[config.mk]
export PLATFORM = sky130hd
export DESIGN_NAME = stp_fsm_3
export DESIGN_NICKNAME = d
export VERILOG_FILES = /design/src/rtl/evp_pkg.sv /design/src/rtl/slot_addr_gen.sv /design/src/rtl/stp_fsm_3.sv
export SDC_FILE = /design/constraint.sdc
export NUM_CORES = 1
export LEC_CHECK = 0
export BUFFER_PORTS_ARGS = -buffer_cell sky130_fd_sc_hd__buf_2
export CAP_MARGIN = 20
export CORE_MARGIN = 1
export CORE_UTILIZATION = 30
export CTS_CLUSTER_SIZE = 12
export DETAILED_ROUTE_END_ITERATION = 7
export PLACE_DENSITY_LB_ADDON = 0.12
export SLEW_MARGIN = 20
export SYNTH_ARGS = -nofsm -noshare
export SYNTH_HDL_FRONTEND = slang
export SYNTH_SLANG_ARGS = --single-unit
[constraint.sdc]
create_clock -name clk -period 3.3 [get_ports clk]
set_input_delay 0.33 -clock clk [delete_from_list [all_inputs] [get_ports clk]]
set_output_delay 0.33 -clock clk [all_outputs]
set_load 0.05 [all_outputs]
[src/rtl/evp_pkg.sv]
// Shared definitions for the store-polynomial (STP) and evaluate-polynomial (EVP) stages.
package evp_pkg;
  localparam int NUM_POLY       = 8;
  localparam int COEFF_PER_POLY = 11;
  localparam int MAX_N          = 10;
  localparam int A_W            = 3;
  localparam int N_W            = 5;
  localparam int S_AW           = 7;
  localparam int IDX_W          = 5;
  localparam int D_W            = 16;

  localparam logic [N_W-1:0] N_INVALID   = 5'b11111;
  localparam logic [31:0]    STATUS_OK   = 32'd0;
  localparam logic [31:0]    STATUS_ERR  = 32'd2;
  localparam logic [31:0]    STATUS_NONE = 32'hFFFF_FFFF;

  typedef enum logic [2:0] {
    ST_INIT, ST_IDLE, ST_START, ST_COEFF, ST_WRITE_N, ST_END
  } stp_state_t;

  // Command latched from start_stp.
  typedef struct packed {
    logic [A_W-1:0] a;
    logic [N_W-1:0] n;
    logic           err;
  } stp_cmd_t;

  function automatic logic n_is_invalid(input logic [N_W-1:0] n);
    return n > N_W'(MAX_N);
  endfunction
endpackage

[src/rtl/slot_addr_gen.sv]
// Coefficient RAM address for slot/index: slot*COEFF_PER_POLY + idx.
import evp_pkg::*;

module slot_addr_gen (
  input  logic [A_W-1:0]   slot,
  input  logic [IDX_W-1:0] idx,
  output logic [S_AW-1:0]  addr
);
  // Max slot term is 77; even idx=31 stays under 128, so 7 bits never wrap.
  assign addr = S_AW'(slot) * S_AW'(COEFF_PER_POLY) + S_AW'(idx);
endmodule

[src/rtl/stp_fsm_3.sv]
// Store-polynomial FSM: drains N+1 FIFO tokens into S RAM, then commits N to the N RAM.
import evp_pkg::*;

module stp_fsm_3 (
  input  logic        clk,
  input  logic        rst,
  input  logic        start_stp,
  input  logic [2:0]  A,
  input  logic [4:0]  N,
  input  logic        fifo_empty,
  input  logic [15:0] fifo_data,
  output logic        en_rd_fifo,
  output logic        en_wr_S,
  output logic [6:0]  wr_addr_S,
  output logic [15:0] wr_data_S,
  output logic        en_wr_N,
  output logic [2:0]  wr_addr_N,
  output logic [4:0]  wr_data_N,
  output logic        busy,
  output logic        done_stp,
  output logic [31:0] status
);
  stp_state_t       state;
  stp_cmd_t         cmd;
  logic [IDX_W-1:0] idx;
  logic [3:0]       init_k;
  logic [S_AW-1:0]  addr_s;
  logic             tok;

  slot_addr_gen u_addr (.slot(cmd.a), .idx(idx), .addr(addr_s));

  // The FIFO is first-word-fall-through, so the pop and the S write must
  // follow fifo_empty in the same cycle; these stay combinational.
  assign tok        = (state == ST_COEFF) && !fifo_empty;
  assign en_rd_fifo = tok;
  assign en_wr_S    = tok && !cmd.err;
  assign wr_addr_S  = en_wr_S ? addr_s : '0;
  assign wr_data_S  = en_wr_S ? fifo_data : '0;
  assign busy       = (state != ST_IDLE);

  // State machine; N-RAM port, done and status are registered on entry to the state they belong to.
  always_ff @(posedge clk or posedge rst) begin
    if (rst) begin
      state     <= ST_INIT;
      init_k    <= '0;
      cmd       <= '0;
      idx       <= '0;
      en_wr_N   <= 1'b0;
      wr_addr_N <= '0;
      wr_data_N <= '0;
      done_stp  <= 1'b0;
      status    <= STATUS_NONE;
    end else begin
      en_wr_N   <= 1'b0;
      wr_addr_N <= '0;
      wr_data_N <= '0;
      done_stp  <= 1'b0;
      case (state)
        // Invalidate every slot, one per cycle; leave after the last write has been shown.
        ST_INIT: begin
          if (init_k == 4'(NUM_POLY)) begin
            state <= ST_IDLE;
          end else begin
            en_wr_N   <= 1'b1;
            wr_addr_N <= init_k[2:0];
            wr_data_N <= N_INVALID;
            init_k    <= init_k + 4'd1;
          end
        end
        ST_IDLE: begin
          if (start_stp) begin
            cmd.a   <= A;
            cmd.n   <= N;
            cmd.err <= n_is_invalid(N);
            idx     <= '0;
            status  <= STATUS_NONE;
            state   <= ST_START;
          end
        end
        ST_START: state <= ST_COEFF;
        ST_COEFF: begin
          if (!fifo_empty) begin
            idx <= idx + 5'd1;
            if (idx == cmd.n) begin
              state     <= ST_WRITE_N;
              en_wr_N   <= 1'b1;
              wr_addr_N <= cmd.a;
              wr_data_N <= cmd.err ? N_INVALID : cmd.n;
              status    <= cmd.err ? STATUS_ERR : STATUS_OK;
            end
          end
        end
        ST_WRITE_N: begin
          state    <= ST_END;
          done_stp <= 1'b1;
        end
        ST_END:  state <= ST_IDLE;
        default: state <= ST_INIT;
      endcase
    end
  end
endmodule
==> Word-level counts from Yosys, hierarchy flattened <==
Index checks and enable logic that the tools add are counted.
W data, S select, Z words.
{ "word_totals": {"register_bits": 63, "input_bits": 28, "elab_cells": 69} }
{ "classes": {"add_sub_neg": 3, "mul": 1, "order_cmp": 1, "eq_ne": 12, "muxes": 29, "bitwise": 1, "n_reduce_logical": 11} }
{ "ops": {"columns": ["op", "count"], "rows": [
  ["$mux W32", 3],
  ["$pmux W32 S2", 1],
  ["$mux W5", 6],
  ["$mux W3", 7],
  ["$pmux W5 S2", 2],
  ["$pmux W3 S6", 1],
  ["$mux W16", 1],
  ["$reduce_and A4 Y1", 2],
  ["$add A7 B5 Y7", 1],
  ["$mul A3 B4 Y7 const B", 1],
  ["$mux W7", 1],
  ["$eq A3 B2 Y1 const B", 2],
  ["$eq A3 B3 Y1 const B", 2],
  ["$ne A2 B2 Y1 const B", 3],
  ["$pmux W3 S2", 1],
  ["$add A5 B1 Y5 const B", 1],
  ["$eq A5 B5 Y1", 1],
  ["$gt A5 B4 Y1 const B", 1],
  ["$add A4 B1 Y4 const B", 1],
  ["$eq A4 B4 Y1 const B", 1],
  ["$mux W1", 4],
  ["$reduce_and A2 Y1", 2],
  ["$eq A3 B1 Y1 const B", 1],
  ["$logic_not A3 Y1", 1],
  ["9 further kinds", 11]
]} }

==> Logic depth before layout (Yosys ltp) <==
{ "depth": {"word_depth": 4, "mapped_depth": 9, "ltp_nobuf": 9} }

==> By module <==
Synthesis repeated with hierarchy kept, for this count alone.
{ "hier_totals": {"cells_unflattened": 234, "hier_area_um2": 2232.1} }
{ "modules_own_cells": {"columns": ["module", "instances", "cells_each", "area_each_um2"], "rows": [
  ["stp_fsm_3", 1, 193, 1891.8],
  ["slot_addr_gen", 1, 41, 340.3]
]} }

==> Worst setup path before layout <==
No wires, ideal clock.
{ "synth_path": {"path_kind": "reg2out", "from": "register cmd[7] in the netlist's numbering", "to": "output wr_addr_S[5]", "arrival_time_ps": 2753, "path_slack_ps": 217, "path_stages_with_launch": 8, "n_path_buf": 0, "path_cell_list": "dfrtp_1 > ha_1 > fa_1 > fa_1 > a21o_1 > a21oi_1 > xor2_1 > nor2_1"} }
{ "synth_via": {"elab_chain_len": 3} }
{ "synth_rtl": {"columns": ["element", "line", "text"], "rows": [
  ["start, declared", "stp_fsm_3.sv:24", "stp_cmd_t cmd;"],
  ["$mul A3 B4 Y7", "slot_addr_gen.sv:10", "assign addr = S_AW'(slot) * S_AW'(COEFF_PER_POLY) + S_AW'(idx);"],
  ["$add A7 B5 Y7", "slot_addr_gen.sv:10", null],
  ["$mux W7", "stp_fsm_3.sv:37", "assign wr_addr_S = en_wr_S ? addr_s : '0;"],
  ["end, declared", "stp_fsm_3.sv:14", "output logic [6:0] wr_addr_S,"]
]} }
Every way passes these cells.

==> Worst setup path in the final report <==
Same ends and word-level chain as after synthesis.

==> impl_metrics.env <==
export IMPL_ant_nets=0
export IMPL_die_h_um=86.9
export IMPL_cts_inserted_buffers=5
export IMPL_placeableCoreArea_um2=6870
export IMPL_grt_first_pass_wirelength_um=7700
export IMPL_timing_clock_skew_ns=0.0102
export IMPL_fmax_ghz=0.316
export IMPL_clock_edge_transition_at_the_registers_on_the_reported_setup_and_hold_paths_ns=0.07
export IMPL_final_hold_violation_count=0
export IMPL_wl_met3_um=316
export IMPL_postCtsSetupBuffers=0
export IMPL_std_cell_rows=30
export IMPL_dp_cells=389
export IMPL_worstSkewPairLatency_ns=0.29
export IMPL_met2_wirelength_um=2150
export IMPL_critical_path_peak_fanout=5
export IMPL_post_route_util_pct=38.3
export IMPL_detailed_route_vias_per_instance=4.43
export IMPL_ys_async_sr_fraction_pct=100
export IMPL_cp_num_buf_inv=1
export IMPL_critical_path_slowest_cell="sky130_fd_sc_hd__fa_1"
export IMPL_initial_core_util_pct=31.5
export IMPL_share_of_final_layout_standard_cells_stronger_than_drive_strength_1_pct=36.2
export IMPL_kind_of_cell_with_the_highest_combined_delay_on_the_critical_path="adder cells"
export IMPL_worstPathCellList="ha_1 > fa_1 > fa_1 > a21o_1 > a21oi_1 > xor2_1 > nor2_1 > buf_2"
export IMPL_synth_distinct_cells=42
export IMPL_clock_tree_htree_level_count=2
export IMPL_cts_hold_buf=0
export IMPL_ys_top_cells_by_count="sky130_fd_sc_hd__dfrtp_1 (31), sky130_fd_sc_hd__buf_4 (30), sky130_fd_sc_hd__nand2_1 (29)"
export IMPL_drt_iter0_drc=40
export IMPL_cts_root_buffer="sky130_fd_sc_hd__clkbuf_8"
export IMPL_antenna_found_initial=0
export IMPL_pin_count_of_the_biggest_net_entering_global_routing=34
export IMPL_drt_met1_wl_um=2290
export IMPL_tritoncts="yes"
export IMPL_grt_ovfl_total=0
export IMPL_type_of_element_launching_the_critical_path="flop"
export IMPL_worst_setup_path_end_kind="output pin"
export IMPL_synthTopCellsByArea="sky130_fd_sc_hd__dfrtp_1 (36%), sky130_fd_sc_hd__buf_4 (10%), sky130_fd_sc_hd__ha_1 (7.5%)"
export IMPL_drc_errors=0
export IMPL_stdcell_count=397
export IMPL_sequential_cell_area_fraction_in_the_yosys_report_pct=38.3
export IMPL_grt_setup_unrepaired="false"
export IMPL_report_final_slew_viol_count=0
export IMPL_numClockSinks=33
export IMPL_fin_crit_sh_pct=96.0
export IMPL_antennaDiodeCount=0
export IMPL_wl_per_cell_um=12.2
export IMPL_hp_class="in -> async"
export IMPL_max_cap_violations=0
export IMPL_setup_tns_ns=0
export IMPL_synth_top_area_cell="sky130_fd_sc_hd__dfrtp_1"
export IMPL_ys_warn_count=0
export IMPL_design_final_nets=345
export IMPL_postPlaceCellArea_um2=2510
export IMPL_synth_enable_flop_cells=0
export IMPL_run_status="complete, no violations"
export IMPL_postSynthRegisterBits=33
export IMPL_die_footprint_um2=7560
export IMPL_relSlewSlack_pct=57.0
export IMPL_critPathArrivalTime_ns=2.84
export IMPL_dominantRegCellSynth="sky130_fd_sc_hd__dfrtp_1"
export IMPL_drt_first_pass_iters=4
export IMPL_num_vias=1758
export IMPL_post_synth_instance_area_um2=2160
export IMPL_synth_most_common_cell="sky130_fd_sc_hd__dfrtp_1"
export IMPL_routed_wirelength_um=4840
export IMPL_number_of_standard_cells_after_synthesis=236
export IMPL_track_usage_pct=13.4
export IMPL_finalWeightedCongestion=0.790
export IMPL_boundaryPins=96
export IMPL_cts_repair_resized=0
export IMPL_worst_ep_required_time_ns=2.97
export IMPL_cts_max_path_buffers=2
export IMPL_area_growth_pct=21.4
export IMPL_post_dp_hpwl_um=3640
export IMPL_setup_viol=0
export IMPL_synthDominantCellAreaShare_pct=35.8
export IMPL_mappedNetlistNets=281
export IMPL_critPathMaxStageDelay_ns=0.52
export IMPL_worst_slew_pin_transition_ns=0.639
export IMPL_critical_path_type="reg -> out"
export IMPL_cp_common_cell="sky130_fd_sc_hd__fa_1"
export IMPL_fin_area_um2=2630
export IMPL_routed_top_layer="met4"
export IMPL_synthesized_area_divided_by_synthesized_cell_count_um2=9.17
export IMPL_placement_io_buffers=95
export IMPL_number_of_global_route_vias_before_repair=1561
export IMPL_finalWorstPathRequiredPeriod_ns=3.17
export IMPL_dieWidth_um=86.9
flip-flops by register name, indices dropped and copies added, names as in the netlist:
signal	count
cmd	9
done_stp	1
en_wr_N	1
idx	5
init_k	4
state	3
status	2
wr_addr_N	3
wr_data_N	5
metrics by stage:
step                      hold WS, ns  setup WS (ns)
after CTS                       0.136         0.0967
after global routing            0.166        0.00284
after floorplan                 0.435          0.217
after detailed placement        0.455          0.438
final                           0.122          0.131
after global placement          0.454          0.466
cells by family after synthesis:
| group | after synthesis | share of synthesized area [%] |
|---|---|---|
| compound gates | 30 | 8.73 |
| simple gates | 83 | 19.7 |
| xor+xnor | 15 | 6.07 |
| flops | 33 | 38.3 |
| mux | 2 | 0.983 |
| fa+ha+maj | 17 | 11.2 |
| buf+inv | 56 | 15.1 |
worst register-to-register path: stages (launching register included):
cell and delay [ns]:
sky130_fd_sc_hd__dfrtp_1 0.61, sky130_fd_sc_hd__and4bb_1 0.25, sky130_fd_sc_hd__buf_4 0.23, sky130_fd_sc_hd__or3b_1 0.55, sky130_fd_sc_hd__o22ai_1 0.24
final cells by class:
type                    instances  area [um2]
fillers                       724        4240
multi-input cells             147        1010
flip-flops and latches         33         828
repair buffers                 98         498
well taps                      96         120
clock buffers                   7        86.3
inverters                      15        56.3
clock inverters                 1        30.0
worst paths after layout:
| check | startpoint | to | slack (ns) | cells after the start |
|---|---|---|---|---|
| max | cmd[7] | wr_addr_S[5] | 0.13 | 8 |
| min | rst | en_wr_N | 0.12 | 3 |
| max in group asynchronous | rst | status[1] | 2.85 | 3 |
| min in group clk | A[1] | cmd[7] | 0.24 | 3 |
| max reg2reg | state[1] | wr_addr_N[0] | 1.35 | 4 |
| min reg2reg | init_k[3] | init_k[3] | 0.48 | 1 |
cells in the final DEF, fill, tap and decap left out, types with 2 or more instances in the layout:
cell	instances
sky130_fd_sc_hd__o21ai_1	7
sky130_fd_sc_hd__o21ai_0	4
sky130_fd_sc_hd__nor4_1	2
sky130_fd_sc_hd__inv_1	14
sky130_fd_sc_hd__nor2_1	13
sky130_fd_sc_hd__nand4_1	2
sky130_fd_sc_hd__nand3_1	4
sky130_fd_sc_hd__nand2_1	29
sky130_fd_sc_hd__fa_1	4
sky130_fd_sc_hd__buf_2	95
sky130_fd_sc_hd__nand2b_1	3
sky130_fd_sc_hd__o22ai_1	2
sky130_fd_sc_hd__xnor2_1	12
sky130_fd_sc_hd__dfrtp_1	31
sky130_fd_sc_hd__a21oi_1	5
sky130_fd_sc_hd__xor2_1	3
sky130_fd_sc_hd__and3_1	20
sky130_fd_sc_hd__a211oi_1	2
sky130_fd_sc_hd__ha_1	13
sky130_fd_sc_hd__dfstp_2	2
sky130_fd_sc_hd__a21o_1	5
sky130_fd_sc_hd__clkbuf_8	6
sky130_fd_sc_hd__buf_4	3
layer usage:
metal	global-route usage [%]	vias to the layer above
li1	-	887
met1	17.5	801
met2	21.1	63
met3	3.60	7
met4	5.45	0
met5	0	-
Power is not shown: default switching activity piles up to over one toggle a cycle in this logic, so the estimate is an artifact.
